[config.mk]
export PLATFORM = sky130hd
export DESIGN_NAME = resource_pool_arbiter
export DESIGN_NICKNAME = d
export VERILOG_FILES = /design/src/rtl/resource_pool_arbiter_pkg.sv /design/src/rtl/resource_pool_arbiter_oldest_picker.sv /design/src/rtl/resource_pool_arbiter.sv
export SDC_FILE = /design/constraint.sdc
export NUM_CORES = 1
export LEC_CHECK = 0
export ABC_AREA = 1
export BUFFER_PORTS_ARGS = -buffer_cell sky130_fd_sc_hd__buf_2
export CAP_MARGIN = 10
export CORE_MARGIN = 5
export CORE_UTILIZATION = 49
export DETAILED_ROUTE_END_ITERATION = 8
export PLACE_DENSITY = 0.79
export SYNTH_ARGS = -nofsm -noshare
export SYNTH_HDL_FRONTEND = slang
export SYNTH_SLANG_ARGS = --single-unit
[constraint.sdc]
create_clock -name clk -period 4.9 [get_ports clk]
set_clock_uncertainty 0.2 [all_clocks]
set_input_delay 1.47 -clock clk [delete_from_list [all_inputs] [get_ports clk]]
set_output_delay 1.47 -clock clk [all_outputs]
set_load 0.02 [all_outputs]
[src/rtl/resource_pool_arbiter_pkg.sv]
// rtl/resource_pool_arbiter_pkg.sv - shared types and the issue-id age rule for the resource pool arbiter
package resource_pool_arbiter_pkg;

  typedef enum logic {
    OWN_FREE = 1'b0,
    OWN_HELD = 1'b1
  } own_state_e;

  // Bit positions inside one packed per-SIC request word {req, req_issue_id, release_lock}
  localparam int RPL_REL_BIT = 0;
  localparam int RPL_ID_LSB  = 1;

  function automatic int unsigned idx_width(input int unsigned n);
    return (n > 1) ? $clog2(n) : 1;
  endfunction

  // a is older than b when (a - b) mod 2^width has its MSB set; the low bits of a
  // 32-bit difference equal the modular difference, so ids are passed zero-extended.
  function automatic logic issue_id_older(input logic [31:0] a, input logic [31:0] b,
                                          input int unsigned width);
    logic [31:0] diff;
    diff = a - b;
    return diff[width-1];
  endfunction

endpackage

[src/rtl/resource_pool_arbiter_oldest_picker.sv]
// rtl/resource_pool_arbiter_oldest_picker.sv - picks the valid entry with the oldest issue id
module oldest_picker
  import resource_pool_arbiter_pkg::*;
#(
  parameter  int N  = 4,
  parameter  int W  = 4,
  localparam int IW = idx_width(N)
) (
  input  logic [N-1:0]        valid,
  input  logic [N-1:0][W-1:0] ids,
  output logic                win_valid,
  output logic [IW-1:0]       win_idx
);

  logic [W-1:0] best_id;

  // Only a strictly older id displaces the current best, so equal ids keep the lowest index.
  always_comb begin
    win_valid = 1'b0;
    win_idx   = '0;
    best_id   = '0;
    for (int i = 0; i < N; i++) begin
      if (valid[i] && (!win_valid ||
          issue_id_older(32'(ids[i]), 32'(best_id), W))) begin
        win_valid = 1'b1;
        win_idx   = IW'(i);
        best_id   = ids[i];
      end
    end
  end

endmodule

[src/rtl/resource_pool_arbiter.sv]
// rtl/resource_pool_arbiter.sv - oldest-first ownership arbiter over a pool of identical resource slots
module resource_pool_arbiter
  import resource_pool_arbiter_pkg::*;
#(
  parameter  int NUM_REQ  = 4,
  parameter  int NUM_RES  = 1,
  parameter  int ID_WIDTH = 4,
  localparam int IDX_W    = idx_width(NUM_REQ),
  localparam int SLOT_W   = idx_width(NUM_RES)
) (
  input  logic                                clk,
  input  logic                                rst_n,
  input  logic [NUM_REQ-1:0][ID_WIDTH+1:0]    rpl_in,
  output logic [NUM_REQ-1:0]                  grant,
  output logic [NUM_RES-1:0]                  slot_busy,
  output logic [NUM_RES-1:0][IDX_W-1:0]       slot_owner,
  output logic                                protocol_err
);

  own_state_e                      held_q [NUM_REQ];
  own_state_e                      held_d [NUM_REQ];
  logic [NUM_RES-1:0]              slot_busy_q, slot_busy_d;
  logic [NUM_RES-1:0][IDX_W-1:0]   slot_owner_q, slot_owner_d;
  logic                            protocol_err_q, protocol_err_d;

  logic [NUM_REQ-1:0]                req_v, rel_v, held_v, cand_v;
  logic [NUM_REQ-1:0][ID_WIDTH-1:0]  id_v;
  logic                              win_valid;
  logic [IDX_W-1:0]                  win_idx;
  logic                              free_found;
  logic [SLOT_W-1:0]                 free_idx;

  always_comb begin
    req_v  = '0;
    rel_v  = '0;
    id_v   = '0;
    held_v = '0;
    for (int i = 0; i < NUM_REQ; i++) begin
      req_v[i]  = rpl_in[i][ID_WIDTH+1];
      id_v[i]   = rpl_in[i][RPL_ID_LSB +: ID_WIDTH];
      rel_v[i]  = rpl_in[i][RPL_REL_BIT];
      held_v[i] = (held_q[i] == OWN_HELD);
    end
    cand_v = req_v & ~held_v & ~rel_v;
  end

  oldest_picker #(
    .N (NUM_REQ),
    .W (ID_WIDTH)
  ) u_picker (
    .valid     (cand_v),
    .ids       (id_v),
    .win_valid (win_valid),
    .win_idx   (win_idx)
  );

  // Free slot is chosen from the registered busy map, so a slot released this edge stays idle one cycle.
  always_comb begin
    free_found = 1'b0;
    free_idx   = '0;
    for (int s = 0; s < NUM_RES; s++) begin
      if (!slot_busy_q[s] && !free_found) begin
        free_found = 1'b1;
        free_idx   = SLOT_W'(s);
      end
    end
  end

  always_comb begin
    held_d         = held_q;
    slot_busy_d    = slot_busy_q;
    slot_owner_d   = slot_owner_q;
    protocol_err_d = protocol_err_q;

    for (int i = 0; i < NUM_REQ; i++) begin
      if (rel_v[i]) begin
        if (held_q[i] == OWN_HELD) begin
          held_d[i] = OWN_FREE;
          for (int s = 0; s < NUM_RES; s++) begin
            if (slot_busy_q[s] && (slot_owner_q[s] == IDX_W'(i))) begin
              slot_busy_d[s] = 1'b0;
            end
          end
        end else begin
          protocol_err_d = 1'b1;
        end
      end
    end

    if (free_found && win_valid) begin
      held_d[win_idx]        = OWN_HELD;
      slot_busy_d[free_idx]  = 1'b1;
      slot_owner_d[free_idx] = win_idx;
    end
  end

  always_ff @(posedge clk or negedge rst_n) begin
    if (!rst_n) begin
      for (int i = 0; i < NUM_REQ; i++) held_q[i] <= OWN_FREE;
      slot_busy_q    <= '0;
      slot_owner_q   <= '0;
      protocol_err_q <= 1'b0;
    end else begin
      for (int i = 0; i < NUM_REQ; i++) held_q[i] <= held_d[i];
      slot_busy_q    <= slot_busy_d;
      slot_owner_q   <= slot_owner_d;
      protocol_err_q <= protocol_err_d;
    end
  end

  always_comb begin
    grant = '0;
    for (int i = 0; i < NUM_REQ; i++) grant[i] = (held_q[i] == OWN_HELD);
  end

  assign slot_busy    = slot_busy_q;
  assign slot_owner   = slot_owner_q;
  assign protocol_err = protocol_err_q;

endmodule

==> results.sh <==
export IMPL_gp_congestion=0.910
export IMPL_dieHeight_um=53.7
export IMPL_post_route_period_util_pct=96.3
export IMPL_clkPwrFrac_pct=13.0
export IMPL_crit_path_start_kind="input port"
export IMPL_fill_cells=145
export IMPL_core_area_um2=1760
export IMPL_antenna_found_initial=0
export IMPL_die_w_um=53.7
export IMPL_cp_max_fo=6
export IMPL_rrSetupSlack_ns=1.06
export IMPL_crit_required_ns=4.84
export IMPL_ctsLongestPathBuffers=2
export IMPL_p_int_mw=0.206
export IMPL_synth_top_area_share_pct=21.4
export IMPL_grt_total_usage_pct=18.6
export IMPL_yosysUniqueCellTypes=23
export IMPL_tns_ns=0
export IMPL_final_nets=229
export IMPL_finalCriticalPeriod_ns=4.72
export IMPL_pin_count=34
export IMPL_hold_buffers=0
export IMPL_drtIter0Drc=22
export IMPL_ys_warn_count=0
export IMPL_power_density_nw_per_um2=285
export IMPL_slowest_delay_ns=0.31
export IMPL_rr_startpoint="grant[0]$_DFF_PN0_"
export IMPL_yosysSeqAreaShare_pct=21.4
export IMPL_numClockSinks=8
export IMPL_end_kind="flop"
export IMPL_dpl_cell_count=216
export IMPL_place_hpwl_um=2150
export IMPL_cp_endpoint="slot_owner[1]$_DFFE_PN0P_"
export IMPL_syn_to_final_growth_pct=45.7
export IMPL_wirelength_um=2740
export IMPL_n_antenna_cell=0
export IMPL_synth_area_leaders="dfrtp_1 (21%), nand2_1 (18%), inv_1 (10%)"
export IMPL_cap_violations=0
export IMPL_cts_tree="done"
export IMPL_drcViolationCount=0
export IMPL_ys_ff_latch=8
export IMPL_combPwrFrac_pct=60.1
export IMPL_cp_startpoint="rpl_in[0]"
export IMPL_synth_largest_area_cell="dfrtp_1"
export IMPL_clk_pin_slew_worst_paths_ns=0.06
export IMPL_wl_per_cell_um=12.5
export IMPL_worst_slew_pin_slew_ns=0.514
export IMPL_die_area_um2=2880
export IMPL_drtPass1Iterations=4
export IMPL_cp_data_arrival_time_ns=4.66
export IMPL_antenna_left=0
export IMPL_vias=1137
export IMPL_setup_viol=0
export IMPL_clock_fmax_mhz=212
export IMPL_rsz0062_at_grt="yes"
export IMPL_path_class="in -> reg"
export IMPL_grt_max_degree=9
export IMPL_busiest_layer="met2"
export IMPL_gr_usage_met1_pct=22.9
export IMPL_status="finished, final reports clean"
export IMPL_syn_inst=146
export IMPL_use_met3_pct=3.60
export IMPL_max_vdd_ir_drop_mv=0.258
export IMPL_rows=15
export IMPL_gr_usage_met2_pct=34.7
export IMPL_clkLatencyLatePin_ns=0.25
export IMPL_start_util_pct=53.0
export IMPL_hp_class="reg -> reg"
export IMPL_final_max_slew_violation_count=0
export IMPL_syn_area_per_cell_um2=6.41
export IMPL_r2r_end="slot_owner[1]$_DFFE_PN0P_"
export IMPL_grt_pass1_wl_um=4150
export IMPL_grt_pass1_vias=1086
export IMPL_syn_area_um2=936
export IMPL_io_buffers=33
export IMPL_leakagePower_nw=0.783
export IMPL_critPathSlowestCell="ha_1"
export IMPL_p_seq_share_pct=26.8
export IMPL_timing_slew_headroom_pct=65.7
export IMPL_gr_total_overflow=0
export IMPL_cts_root_buf="clkbuf_4"
export IMPL_hold_violations=0
export IMPL_synth_fp_nets=178
export IMPL_rr_worst_depth=32
export IMPL_cts_buffers=3
export IMPL_final_cells=220
export IMPL_swShare_pct=47.0
export IMPL_drive_above_1_share_pct=48.7
export IMPL_power_switching_mw=0.182
export IMPL_h_tree_depth=1
export IMPL_vias_per_cell=5.17
[layout by cell type (no fill, tap or decap), drive strengths merged]
cell	Yosys	routed
nand4	4	4
nand3	21	21
nand2	57	57
inv	28	29
buf	1	47
o31ai	1	1
clkbuf	0	3
a21oi	6	6
o211ai	1	1
nor3	1	1
ha	6	6
dfrtp	8	8
o21ai	7	7
a31oi	1	1
o22ai	1	1
nor2	2	2
[power groups by stage]
| stage | Clock, mW | Sequential, mW | Combinational, mW |
|---|---|---|---|
| 3_5_place_dp | 0 | 0.105 | 0.205 |
| 2_1_floorplan | 0 | 0.124 | 0.113 |
| 3_3_place_gp | 0 | 0.105 | 0.197 |
| 4_1_cts | 0.0521 | 0.104 | 0.205 |
| 5_1_grt | 0.0566 | 0.107 | 0.258 |
| 6_report | 0.0506 | 0.104 | 0.234 |
[synthesized netlist by cell type]
cell type and count:
a21oi_1 6, a31oi_1 1, buf_6 1, clkinv_1 1, dfrtp_1 8, ha_1 6, inv_1 25, inv_2 3
nand2_1 44, nand2_2 11, nand2_4 2, nand3_1 15, nand3_2 5, nand3_4 1, nand4_1 4, nor2_1 1
nor2_4 1, nor3_1 1, o211ai_1 1, o21ai_0 6, o21ai_2 1, o22ai_1 1, o31ai_1 1
[area by class of cell]
class	instances	area, um2	share of cell area [%]
Clock buffer	3	22.5	1.65
Inverter	29	111	8.17
Multi-Input combinational cell	108	728	53.4
Sequential cell	8	200	14.7
Tap cell	25	31.3	2.29
Timing Repair Buffer	47	270	19.8
[sequential cells by signal, indices dropped and copies added (netlist names)]
| signal | cells |
|---|---|
| slot_owner | 2 |
| grant | 4 |
| protocol_err | 1 |
| slot_busy | 1 |
[per-layer routing]
metal	vias up	wire length, um
met1	525	1160
met5	-	0
li1	568	-
met3	4	156
met4	0	27
met2	40	1400
[cells by family after synthesis]
group                    count (synthesis)  synth area share [%]
adder cells (fa/ha/maj)                  6                  8.02
AND/OR/NAND/NOR                         85                  47.5
AO/OA/AOI/OAI                           17                  10.3
buffers and inverters                   30                  12.8
flip-flops                               8                  21.4
[worst max-delay path, delay by kind of cell]
kind	cells	cell delay, ns
AND/OR/NAND/NOR	23	1.69
adder cells (fa/ha/maj)	3	0.76
buffers and inverters	3	0.24
AO/OA/AOI/OAI	4	0.47
[stage by stage]
step	util [%]	total power [mW]	hold WS, ns	instance area (um2)	setup WS [ns]
floorplan	-	0.238	0.413	936	0.0109
global placement	69.1	0.302	0.299	1220	-0.138
detailed placement	69.1	0.310	0.310	1220	-0.227
CTS	70.4	0.361	0.313	1240	0.0418
global route	77.3	0.422	0.345	1360	-0.0562
finish	77.3	0.389	0.313	1360	0.184
[worst min-delay path by stage]
| stage | from | endpoint | cells after the start |
|---|---|---|---|
| 2_1_floorplan | grant[1]$_DFF_PN0_ | grant[1]$_DFF_PN0_ | 2 |
| 3_3_place_gp | grant[3]$_DFF_PN0_ | protocol_err$_DFF_PN0_ | 1 |
| 3_5_place_dp | grant[1]$_DFF_PN0_ | grant[1]$_DFF_PN0_ | 2 |
| 4_1_cts | grant[3]$_DFF_PN0_ | protocol_err$_DFF_PN0_ | 1 |
| 5_1_grt | grant[3]$_DFF_PN0_ | protocol_err$_DFF_PN0_ | 1 |
| 6_report | grant[3]$_DFF_PN0_ | protocol_err$_DFF_PN0_ | 1 |
[what timing repair did]
item                                    4_1_cts  5_1_grt
buffers inserted                              0        1
gates resized for setup                       0       28
endpoints found under the setup margin        0        6
endpoints found under the hold margin         0        0
No activity file was read; power rests on OpenSTA's default activity.
